### src/rtl/ora_and_sig_if.sv
// Handshake bundle between the BIST controller/TPG side and the output response analyser.
interface ora_and_sig_if #(
  parameter int SIG_W = 8,
  parameter int CNT_W = 8
);
  logic             start;
  logic             enable;
  logic             resp;
  logic             busy;
  logic             done;
  logic             pass;
  logic             fail;
  logic [SIG_W-1:0] signature;
  logic [CNT_W-1:0] pat_cnt;

  modport master (
    output start, enable, resp,
    input  busy, done, pass, fail, signature, pat_cnt
  );

  modport slave (
    input  start, enable, resp,
    output busy, done, pass, fail, signature, pat_cnt
  );
endinterface

### src/rtl/ora_and_sig.sv
// Output response analyser: compacts CUT responses into a serial LFSR signature
// over N_PAT samples, then compares against a golden signature.
module ora_and_sig #(
  parameter int             SIG_W  = 8,
  parameter logic [SIG_W-1:0] POLY = 'h1D,
  parameter int             N_PAT  = 4,
  parameter logic [SIG_W-1:0] GOLDEN = 'h02,
  parameter int             CNT_W  = 8
) (
  input logic          clk,
  input logic          init,
  ora_and_sig_if.slave bus
);

  typedef enum logic [1:0] {IDLE, RUN, CHECK, DONE} state_t;

  state_t           state, state_nxt;
  logic [SIG_W-1:0] sig, sig_nxt;
  logic [CNT_W-1:0] cnt;
  logic             pass_r, fail_r;
  logic             sample, clear, last;

  assign sample = (state == RUN) && bus.enable;
  assign clear  = ((state == IDLE) || (state == DONE)) && bus.start;
  assign last   = (cnt == CNT_W'(N_PAT - 1));

  always_comb begin
    sig_nxt = {sig[SIG_W-2:0], 1'b0} ^ (sig[SIG_W-1] ? POLY : '0)
            ^ {{(SIG_W-1){1'b0}}, bus.resp};
  end

  always_comb begin
    state_nxt = state;
    case (state)
      IDLE:    if (bus.start) state_nxt = RUN;
      RUN:     if (sample && last) state_nxt = CHECK;
      CHECK:   state_nxt = DONE;
      DONE:    if (bus.start) state_nxt = RUN;
      default: state_nxt = IDLE;
    endcase
  end

  always_ff @(posedge clk) begin
    if (init) state <= IDLE;
    else      state <= state_nxt;
  end

  always_ff @(posedge clk) begin
    if (init) begin
      sig    <= '0;
      cnt    <= '0;
      pass_r <= 1'b0;
      fail_r <= 1'b0;
    end else if (clear) begin
      sig    <= '0;
      cnt    <= '0;
      pass_r <= 1'b0;
      fail_r <= 1'b0;
    end else begin
      if (sample) begin
        sig <= sig_nxt;
        // Saturate so a run can never wrap the counter.
        if (cnt != CNT_W'(N_PAT)) cnt <= cnt + CNT_W'(1);
      end
      if (state == CHECK) begin
        pass_r <= (sig == GOLDEN);
        fail_r <= (sig != GOLDEN);
      end
    end
  end

  assign bus.busy      = (state == RUN) || (state == CHECK);
  assign bus.done      = (state == DONE);
  assign bus.pass      = pass_r;
  assign bus.fail      = fail_r;
  assign bus.signature = sig;
  assign bus.pat_cnt   = cnt;

endmodule

### src/flat_wrapper.sv
// flat-port wrapper written by rule: the top's interface ports become plain ports
module ora_and_sig_flat 
#(
  parameter int             SIG_W  = 8,
  parameter logic [SIG_W-1:0] POLY = 'h1D,
  parameter int             N_PAT  = 4,
  parameter logic [SIG_W-1:0] GOLDEN = 'h02,
  parameter int             CNT_W  = 8
)
  (clk, init, bus_start, bus_enable, bus_resp, bus_busy, bus_done, bus_pass, bus_fail, bus_signature, bus_pat_cnt);
  ora_and_sig_if #(.SIG_W(SIG_W), .CNT_W(CNT_W)) bus_i ();
  input logic clk;
  input logic init;
  input wire logic [$bits(bus_i.start)-1:0] bus_start;
  input wire logic [$bits(bus_i.enable)-1:0] bus_enable;
  input wire logic [$bits(bus_i.resp)-1:0] bus_resp;
  output wire logic [$bits(bus_i.busy)-1:0] bus_busy;
  output wire logic [$bits(bus_i.done)-1:0] bus_done;
  output wire logic [$bits(bus_i.pass)-1:0] bus_pass;
  output wire logic [$bits(bus_i.fail)-1:0] bus_fail;
  output wire logic [$bits(bus_i.signature)-1:0] bus_signature;
  output wire logic [$bits(bus_i.pat_cnt)-1:0] bus_pat_cnt;
  assign bus_i.start = bus_start;
  assign bus_i.enable = bus_enable;
  assign bus_i.resp = bus_resp;
  assign bus_busy = bus_i.busy;
  assign bus_done = bus_i.done;
  assign bus_pass = bus_i.pass;
  assign bus_fail = bus_i.fail;
  assign bus_signature = bus_i.signature;
  assign bus_pat_cnt = bus_i.pat_cnt;
  ora_and_sig #(.SIG_W(SIG_W), .POLY(POLY), .N_PAT(N_PAT), .GOLDEN(GOLDEN), .CNT_W(CNT_W)) u_core (.clk(clk), .init(init), .bus(bus_i));
endmodule
### config.mk
export PLATFORM = sky130hd
export DESIGN_NAME = ora_and_sig_flat
export DESIGN_NICKNAME = d
export VERILOG_FILES = /design/src/rtl/ora_and_sig_if.sv /design/src/rtl/ora_and_sig.sv /design/src/flat_wrapper.sv
export SDC_FILE = /design/constraint.sdc
export NUM_CORES = 1
export LEC_CHECK = 0
export ABC_AREA = 1
export CAP_MARGIN = 20
export CORE_MARGIN = 2
export CORE_UTILIZATION = 52
export CTS_BUF_LIST = sky130_fd_sc_hd__clkbuf_8 sky130_fd_sc_hd__clkbuf_16
export CTS_CLUSTER_DIAMETER = 150
export CTS_CLUSTER_SIZE = 24
export DETAILED_ROUTE_END_ITERATION = 6
export MAX_ROUTING_LAYER = met4
export PLACE_DENSITY = 0.81
export SYNTH_ARGS = -nofsm -noshare
export SYNTH_HDL_FRONTEND = slang
export SYNTH_SLANG_ARGS = --single-unit
export TNS_END_PERCENT = 20
### constraint.sdc
create_clock -name clk -period 4.05 [get_ports clk]
set_input_delay 1.215 -clock clk [delete_from_list [all_inputs] [get_ports clk]]
set_output_delay 1.215 -clock clk [all_outputs]
set_load 0.03 [all_outputs]
==> flow_summary_export.csv, run 1 <==
group,metric,value,unit
worst_hold_path,hold_class,"flop to flop",
routing,detail_route.first_pass.iterations,4,
routing,drt_iter0_drc,19,
setup_path,crit_type,"flop to output pin",
floorplanning,core_area,0.00196,sq mm
floorplanning,die_height,49.5,um
placement,post-place-cells,190,
grt,antenna_found_initial,0,
routing,wl_per_cell,11.1,um
grt,track_usage,0.206,
grt,grt_first_pass_wirelength,3840,um
power_and_ir_drop,peakVddDrop,0.356,mV
placement,portBuffers,24,
synthesis,synth-async-reset-ratio,0,
power_and_ir_drop,internal_power,0.408,mW
sta,rsz_0062_raised_after_global_routing,"false",
clock_tree,tritoncts,"built",
final_layout,antenna_cells_inserted,0,
sta,finalCritPeriodShare,0.741,
clock_tree,number_of_sinks_handled_by_clock_tree_synthesis,20,
final_layout,proportion_of_layout_cells_with_a_drive_suffix_above_1,0.0843,
setup_path,reg2reg_setup_slack,2.07,ns
synthesis,ys.warnings.count,0,
power_and_ir_drop,switchingPower,0.270,mW
clock_tree,cts-hold-fix-buffers,0,
final_layout,finish.cell_count_without_fillers,193,
power_and_ir_drop,switching_fraction,0.398,
setup_path,timing.critical_path.to_type,"output pin",
synthesis,syn_area_per_cell,7.37,sq um
sta,maximum_clock_frequency,333,MHz
synthesis,ys_dominant_reg_cell,"dfxtp_1",
clock_tree,worst_skew_pair.late_latency,0.25,ns
sta,hold_viol_final,0,
final_layout,final_nets,178,
grt,grt_pass1_vias,945,
setup_path,crit_required,2.83,ns
synthesis,netlist-cell-type-count,22,
routing,drc,0,
setup_path,cpMaxStageDelayCell,"clkdlybuf4s50_1",
sta,post-route-min-period,3.00,ns
setup_path,path_common_cell,"inv_1",
sta,setup_viol_count_final,0,
setup_path,cp_data_arrival_time,1.79,ns
placement,dp.final_hpwl,1670,um
grt,grt_max_degree,16,
final_layout,flow.area_growth_from_synthesis,24.9,%
setup_path,crit_path_start_kind,"flop",
routing,total_routed_length,2140,um
clock_tree,clk_path_buf_depth,2,
synthesis,synthesis.instances,146,
floorplanning,start_util,0.548,
setup_path,cp_cell_sequence,"inv_1 > ha_1 > inv_1 > clkdlybuf4s50_1",
setup_path,timing.critical_path.slowest_cell_delay,0.68,ns
sta,final_max_slew_viol_count,0,
routing,via_count,976,
power_and_ir_drop,leakage,0.523,nW
clock_tree,worst_setup_hold_path_clk_slew,0.06,ns
grt,grt-ovfl-total,0,
placement,gpl.final_weighted_congestion,0.832,
power_and_ir_drop,pwr-share-seq,0.384,
final_layout,number_of_filler_cells_placed_in_the_layout,196,
synthesis,ys_top_cells_by_area,"dfxtp_1, nand2_1, a21oi_1",
floorplanning,standard_cell_rows,16,
floorplanning,floorplan.die_area,0.00245,sq mm
clock_tree,cts_resized,0,
synthesis,synth.top_cell.area_share,0.372,
final_layout,post-route-util,0.685,
power_and_ir_drop,powerDensity,504,mW/mm^2
clock_tree,cts_buffers,3,
synthesis,synth_edf_count,0,
floorplanning,pin_count,25,
synthesis,post_synth_most_frequent_cells,"nand2_1, a21oi_1, dfxtp_1, inv_1, o21ai_0",
synthesis,synth_top_cell_by_area,"dfxtp_1",
clock_tree,clockRootBuffer,"clkbuf_8",
sta,final_setup_tns,0,ns
sta,skew,0.000737,ns
synthesis,postSynthNetCount,156,
synthesis,synth_most_common_cell,"nand2_1",
floorplanning,floorplan.die.width,49.5,um
synthesis,yosys_register_bits,20,
synthesis,synth_sequential_area_ratio,0.372,
sta,timing.slew.headroom,0.393,
clock_tree,cts_setup_buffers,0,
routing,antenna_left,0,
routing,post_drt_via_cell_ratio,5.06,
outcome,status,"finished clean",
sta,timing_worst_slew_pin_value,0.911,ns
power_and_ir_drop,power.share.combinational,0.436,
synthesis,syn_area,0.00108,sq mm
job,cap_violations,0,
setup_path,crit_path_max_fanout,4,
clock_tree,htree_levels,1,
power_and_ir_drop,clock_power_frac,0.179,
-- flip-flops by register name, indices dropped and copies added (netlist names) --
name	count
u_core.bus.pass	1
u_core.bus.pat_cnt	8
u_core.bus.signature	8
u_core.state	2
u_core.bus.fail	1
-- cell usage in the layout, fill, tap and decap left out, drive strengths merged --
cell	Yosys	final
o211a	1	1
nand3	5	5
a21oi	21	21
clkbuf	0	3
and3	1	1
clkdlybuf4s50	0	24
o21ai	12	12
xnor2	4	4
nor2	9	9
nand4	1	1
dfxtp	20	20
or2	1	1
inv	20	20
xor2	2	2
ha	5	5
nand2	37	37
-- critical path, delay by kind of cell (launching register included) --
family	cells	cell delay (ns)
flip-flops	1	0.40
buffers and inverters	3	0.83
adder cells (fa/ha/maj)	1	0.30
-- power by group through the flow --
stage	clock [mW]	sequential [mW]	combinational (mW)
CTS	0.126	0.260	0.297
finish	0.122	0.260	0.296
global placement	0	0.262	0.287
floorplan	0	0.283	0.189
detailed placement	0	0.264	0.297
global route	0.137	0.265	0.326
-- area by class of cell --
class,instances,area (sq um),share of cell area
multi-input combinational,99,553,0.412
sequential,20,400,0.298
timing repair buffer,24,240,0.179
inverter,20,75.1,0.0559
clock buffer,3,41.3,0.0307
tap,27,33.8,0.0251
-- final timing paths --
kind / end / cells past startpoint / startpoint
max: bus_busy / 4 / u_core.state[0]$_SDFFE_PP0P_
min: u_core.bus.fail$_SDFFE_PP0N_ / 2 / u_core.bus.fail$_SDFFE_PP0N_
max reg2reg: u_core.bus.signature[3]$_SDFFE_PP0P_ / 5 / u_core.state[0]$_SDFFE_PP0P_
min reg2reg: u_core.bus.fail$_SDFFE_PP0N_ / 2 / u_core.bus.fail$_SDFFE_PP0N_
-- metrics by stage --
step	cell area [sq um]	power [mW]	hold WS (ns)	setup slack, ns
final	1340	0.678	0.472	1.05
after detailed placement	1300	0.561	0.456	1.16
after CTS	1340	0.684	0.473	1.05
after floorplan	1080	0.472	0.447	1.92
after global placement	1300	0.549	0.453	1.25
after global routing	1340	0.729	0.508	0.948
-- per-layer routing --
metal,vias up,track usage,part of all wire
met1,446,0.233,0.43
met3,6,0.0394,0.044
met2,21,0.363,0.51
met4,0,0.0694,0.019
met5,-,-,0
li1,503,-,-
-- logic make-up (layout without fill, tap and decap cells) --
| kind of cell | after synthesis | count (layout) | share of synthesized area |
|---|---|---|---|
| AO/OA/AOI/OAI | 34 | 34 | 0.173 |
| XOR/XNOR | 6 | 6 | 0.0488 |
| adder cells (fa/ha/maj) | 5 | 5 | 0.0581 |
| buffers and inverters | 27 | 47 | 0.114 |
| flip-flops | 20 | 20 | 0.372 |
| AND/OR/NAND/NOR | 54 | 54 | 0.234 |
(Power assumes the default switching activity.)
==> inputs of run 2 (changes only) <==
--- a/config.mk
+++ b/config.mk
@@ -8,13 +8,13 @@
 export ABC_AREA = 1
 export CAP_MARGIN = 20
 export CORE_MARGIN = 2
-export CORE_UTILIZATION = 52
+export CORE_UTILIZATION = 48
 export CTS_BUF_LIST = sky130_fd_sc_hd__clkbuf_8 sky130_fd_sc_hd__clkbuf_16
 export CTS_CLUSTER_DIAMETER = 150
 export CTS_CLUSTER_SIZE = 24
 export DETAILED_ROUTE_END_ITERATION = 6
 export MAX_ROUTING_LAYER = met4
-export PLACE_DENSITY = 0.81
+export PLACE_DENSITY = 0.75
 export SYNTH_ARGS = -nofsm -noshare
 export SYNTH_HDL_FRONTEND = slang
 export SYNTH_SLANG_ARGS = --single-unit
==> constraint.sdc (replaced) <==
create_clock -name clk -period 3.1 [get_ports clk]
set_input_delay 0.93 -clock clk [delete_from_list [all_inputs] [get_ports clk]]
set_output_delay 0.93 -clock clk [all_outputs]
set_load 0.03 [all_outputs]
==> run 2 against run 1 <==
Against the previous run: final cell count rose by 1.6%; sequential share of layout area down 0.84 points; power up 45%; clock power increased by 110%; first-iteration DRC count down 11%; setup slack got worse by 0.65 ns; non-clock buffer count increased by 1; critical endpoint unchanged; highest routed layer unchanged.
==> flow_summary_export.csv, run 2 (synthesized netlist as in run 1, its figures left out) <==
group,metric,value,unit
grt,grt_first_pass_wirelength,3440,um
grt,met2_usage,0.301,
setup_path,timing.critical_path.to_type,"output pin",
routing,drc,0,
clock_tree,worst_skew_pair.late_latency,0.26,ns
clock_tree,cts_resized,0,
routing,drt_iter0_drc,17,
grt,antenna_found_initial,0,
setup_path,crit_type,"flop to output pin",
floorplanning,pin_count,25,
power_and_ir_drop,pwr-share-seq,0.342,
setup_path,cp_cell_sequence,"inv_1 > ha_1 > inv_1 > clkdlybuf4s50_1",
routing,total_routed_length,1970,um
grt,grt-ovfl-total,0,
floorplanning,floorplan.die_area,0.00264,sq mm
setup_path,cp_data_arrival_time,1.77,ns
sta,timing_worst_slew_pin_value,0.410,ns
clock_tree,tritoncts,"built",
grt,grt_pass1_vias,861,
sta,final_max_slew_viol_count,0,
power_and_ir_drop,power,0.981,mW
power_and_ir_drop,switching_fraction,0.364,
final_layout,antenna_cells_inserted,0,
grt,track_usage,0.176,
final_layout,finish.cell_count_without_fillers,196,
sta,finalCritPeriodShare,0.872,
setup_path,path_common_cell,"inv_1",
power_and_ir_drop,internal_power,0.623,mW
routing,wl_per_cell,10.1,um
placement,post-place-cells,192,
sta,skew,0.00618,ns
clock_tree,worst_setup_hold_path_clk_slew,0.08,ns
final_layout,layout_commonest_cell,"nand2_1",
floorplanning,standard_cell_rows,17,
power_and_ir_drop,powerDensity,709,mW/mm^2
grt,grt.met1_usage,0.205,
grt,grt_max_degree,16,
clock_tree,clockRootBuffer,"clkbuf_8",
floorplanning,start_util,0.496,
grt,globalRouteMet3Util,0.0526,
sta,post_route_worst_setup_slack,0.396,ns
power_and_ir_drop,switchingPower,0.357,mW
routing,via_count,959,
power_and_ir_drop,clock_power_frac,0.264,
final_layout,most_used_cells_in_the_layout_excluding_fill_and_tap_cells,"nand2_1, clkdlybuf4s50_1, a21oi_1, dfxtp_1, inv_1",
final_layout,flow.area_growth_from_synthesis,28.5,%
clock_tree,htree_levels,1,
clock_tree,clk_path_buf_depth,2,
setup_path,timing.critical_path.slowest_cell_delay,0.67,ns
power_and_ir_drop,power.share.combinational,0.394,
sta,hold-worst-slack,0.470,ns
setup_path,crit_path_max_fanout,4,
floorplanning,floorplan.die.width,51.3,um
power_and_ir_drop,leakage,0.542,nW
final_layout,proportion_of_layout_cells_with_a_drive_suffix_above_1,0.0952,
power_and_ir_drop,peakVddDrop,0.487,mV
floorplanning,die_height,51.3,um
routing,post_drt_via_cell_ratio,4.89,
placement,gpl.final_weighted_congestion,0.844,
grt,grt-busiest-layer,"met2",
routing,antenna_left,0,
clock_tree,cts_buffers,3,
placement,portBuffers,24,
worst_hold_path,hold_class,"flop to flop",
setup_path,crit_path_start_kind,"flop",
sta,final_setup_tns,0,ns
clock_tree,cts_setup_buffers,0,
job,cap_violations,0,
setup_path,reg2reg_setup_slack,1.59,ns
clock_tree,cts-hold-fix-buffers,0,
floorplanning,core_area,0.00217,sq mm
outcome,status,"finished clean",
sta,rsz_0062_raised_after_global_routing,"false",
final_layout,final_nets,179,
placement,dp.final_hpwl,1500,um
clock_tree,number_of_sinks_handled_by_clock_tree_synthesis,20,
setup_path,cpMaxStageDelayCell,"clkdlybuf4s50_1",
placement,post-place-ws,0.683,ns
setup_path,crit_required,2.17,ns
sta,hold_viol_final,0,
sta,post-route-min-period,2.70,ns
sta,setup_viol_count_final,0,
routing,detail_route.first_pass.iterations,4,
sta,timing.slew.headroom,0.726,
sta,maximum_clock_frequency,370,MHz
## run 2: final timing paths
kind / from / end / cells past startpoint
hold / removal: u_core.bus.fail$_SDFFE_PP0N_ / u_core.bus.fail$_SDFFE_PP0N_ / 2
setup / recovery: u_core.state[0]$_SDFFE_PP0P_ / bus_busy / 4
setup reg to reg: u_core.state[0]$_SDFFE_PP0P_ / u_core.bus.pat_cnt[1]$_SDFFE_PP0P_ / 6
hold reg to reg: u_core.bus.fail$_SDFFE_PP0N_ / u_core.bus.fail$_SDFFE_PP0N_ / 2
## run 2: area by class of cell
| cell class | count | area (sq um) |
|---|---|---|
| Tap cell | 28 | 35.0 |
| Fill cell | 207 | 787 |
| Timing Repair Buffer | 25 | 248 |
| Clock buffer | 3 | 41.3 |
| Clock inverter | 1 | 30.0 |
| Inverter | 20 | 75.1 |
| Multi-Input combinational cell | 99 | 553 |
| Sequential cell | 20 | 400 |
## run 2: power by group through the flow
| stage | sequential (mW) | combinational [mW] | clock, mW |
|---|---|---|---|
| floorplan | 0.370 | 0.246 | 0 |
| global placement | 0.340 | 0.382 | 0 |
| detailed placement | 0.342 | 0.390 | 0 |
| CTS | 0.336 | 0.392 | 0.263 |
| global route | 0.342 | 0.426 | 0.275 |
| finish | 0.336 | 0.386 | 0.259 |
## run 2: per-layer routing
layer / vias to the layer above / wire, um
li1: 503 / -
met1: 434 / 885
met2: 20 / 988
met3: 2 / 86
met4: 0 / 9
met5: - / 0
## run 2: critical path, delay by kind of cell (launching register included)
kind | cells | cell delay, ns
adder cells (fa/ha/maj) | 1 | 0.30
buffers and inverters | 3 | 0.83
flip-flops | 1 | 0.38
## run 2: stage by stage
stage                util  instance area [sq um]
finish              0.637                   1380
global route        0.637                   1380
CTS                 0.637                   1380
detailed placement  0.604                   1310
global placement    0.604                   1310
floorplan               -                   1080
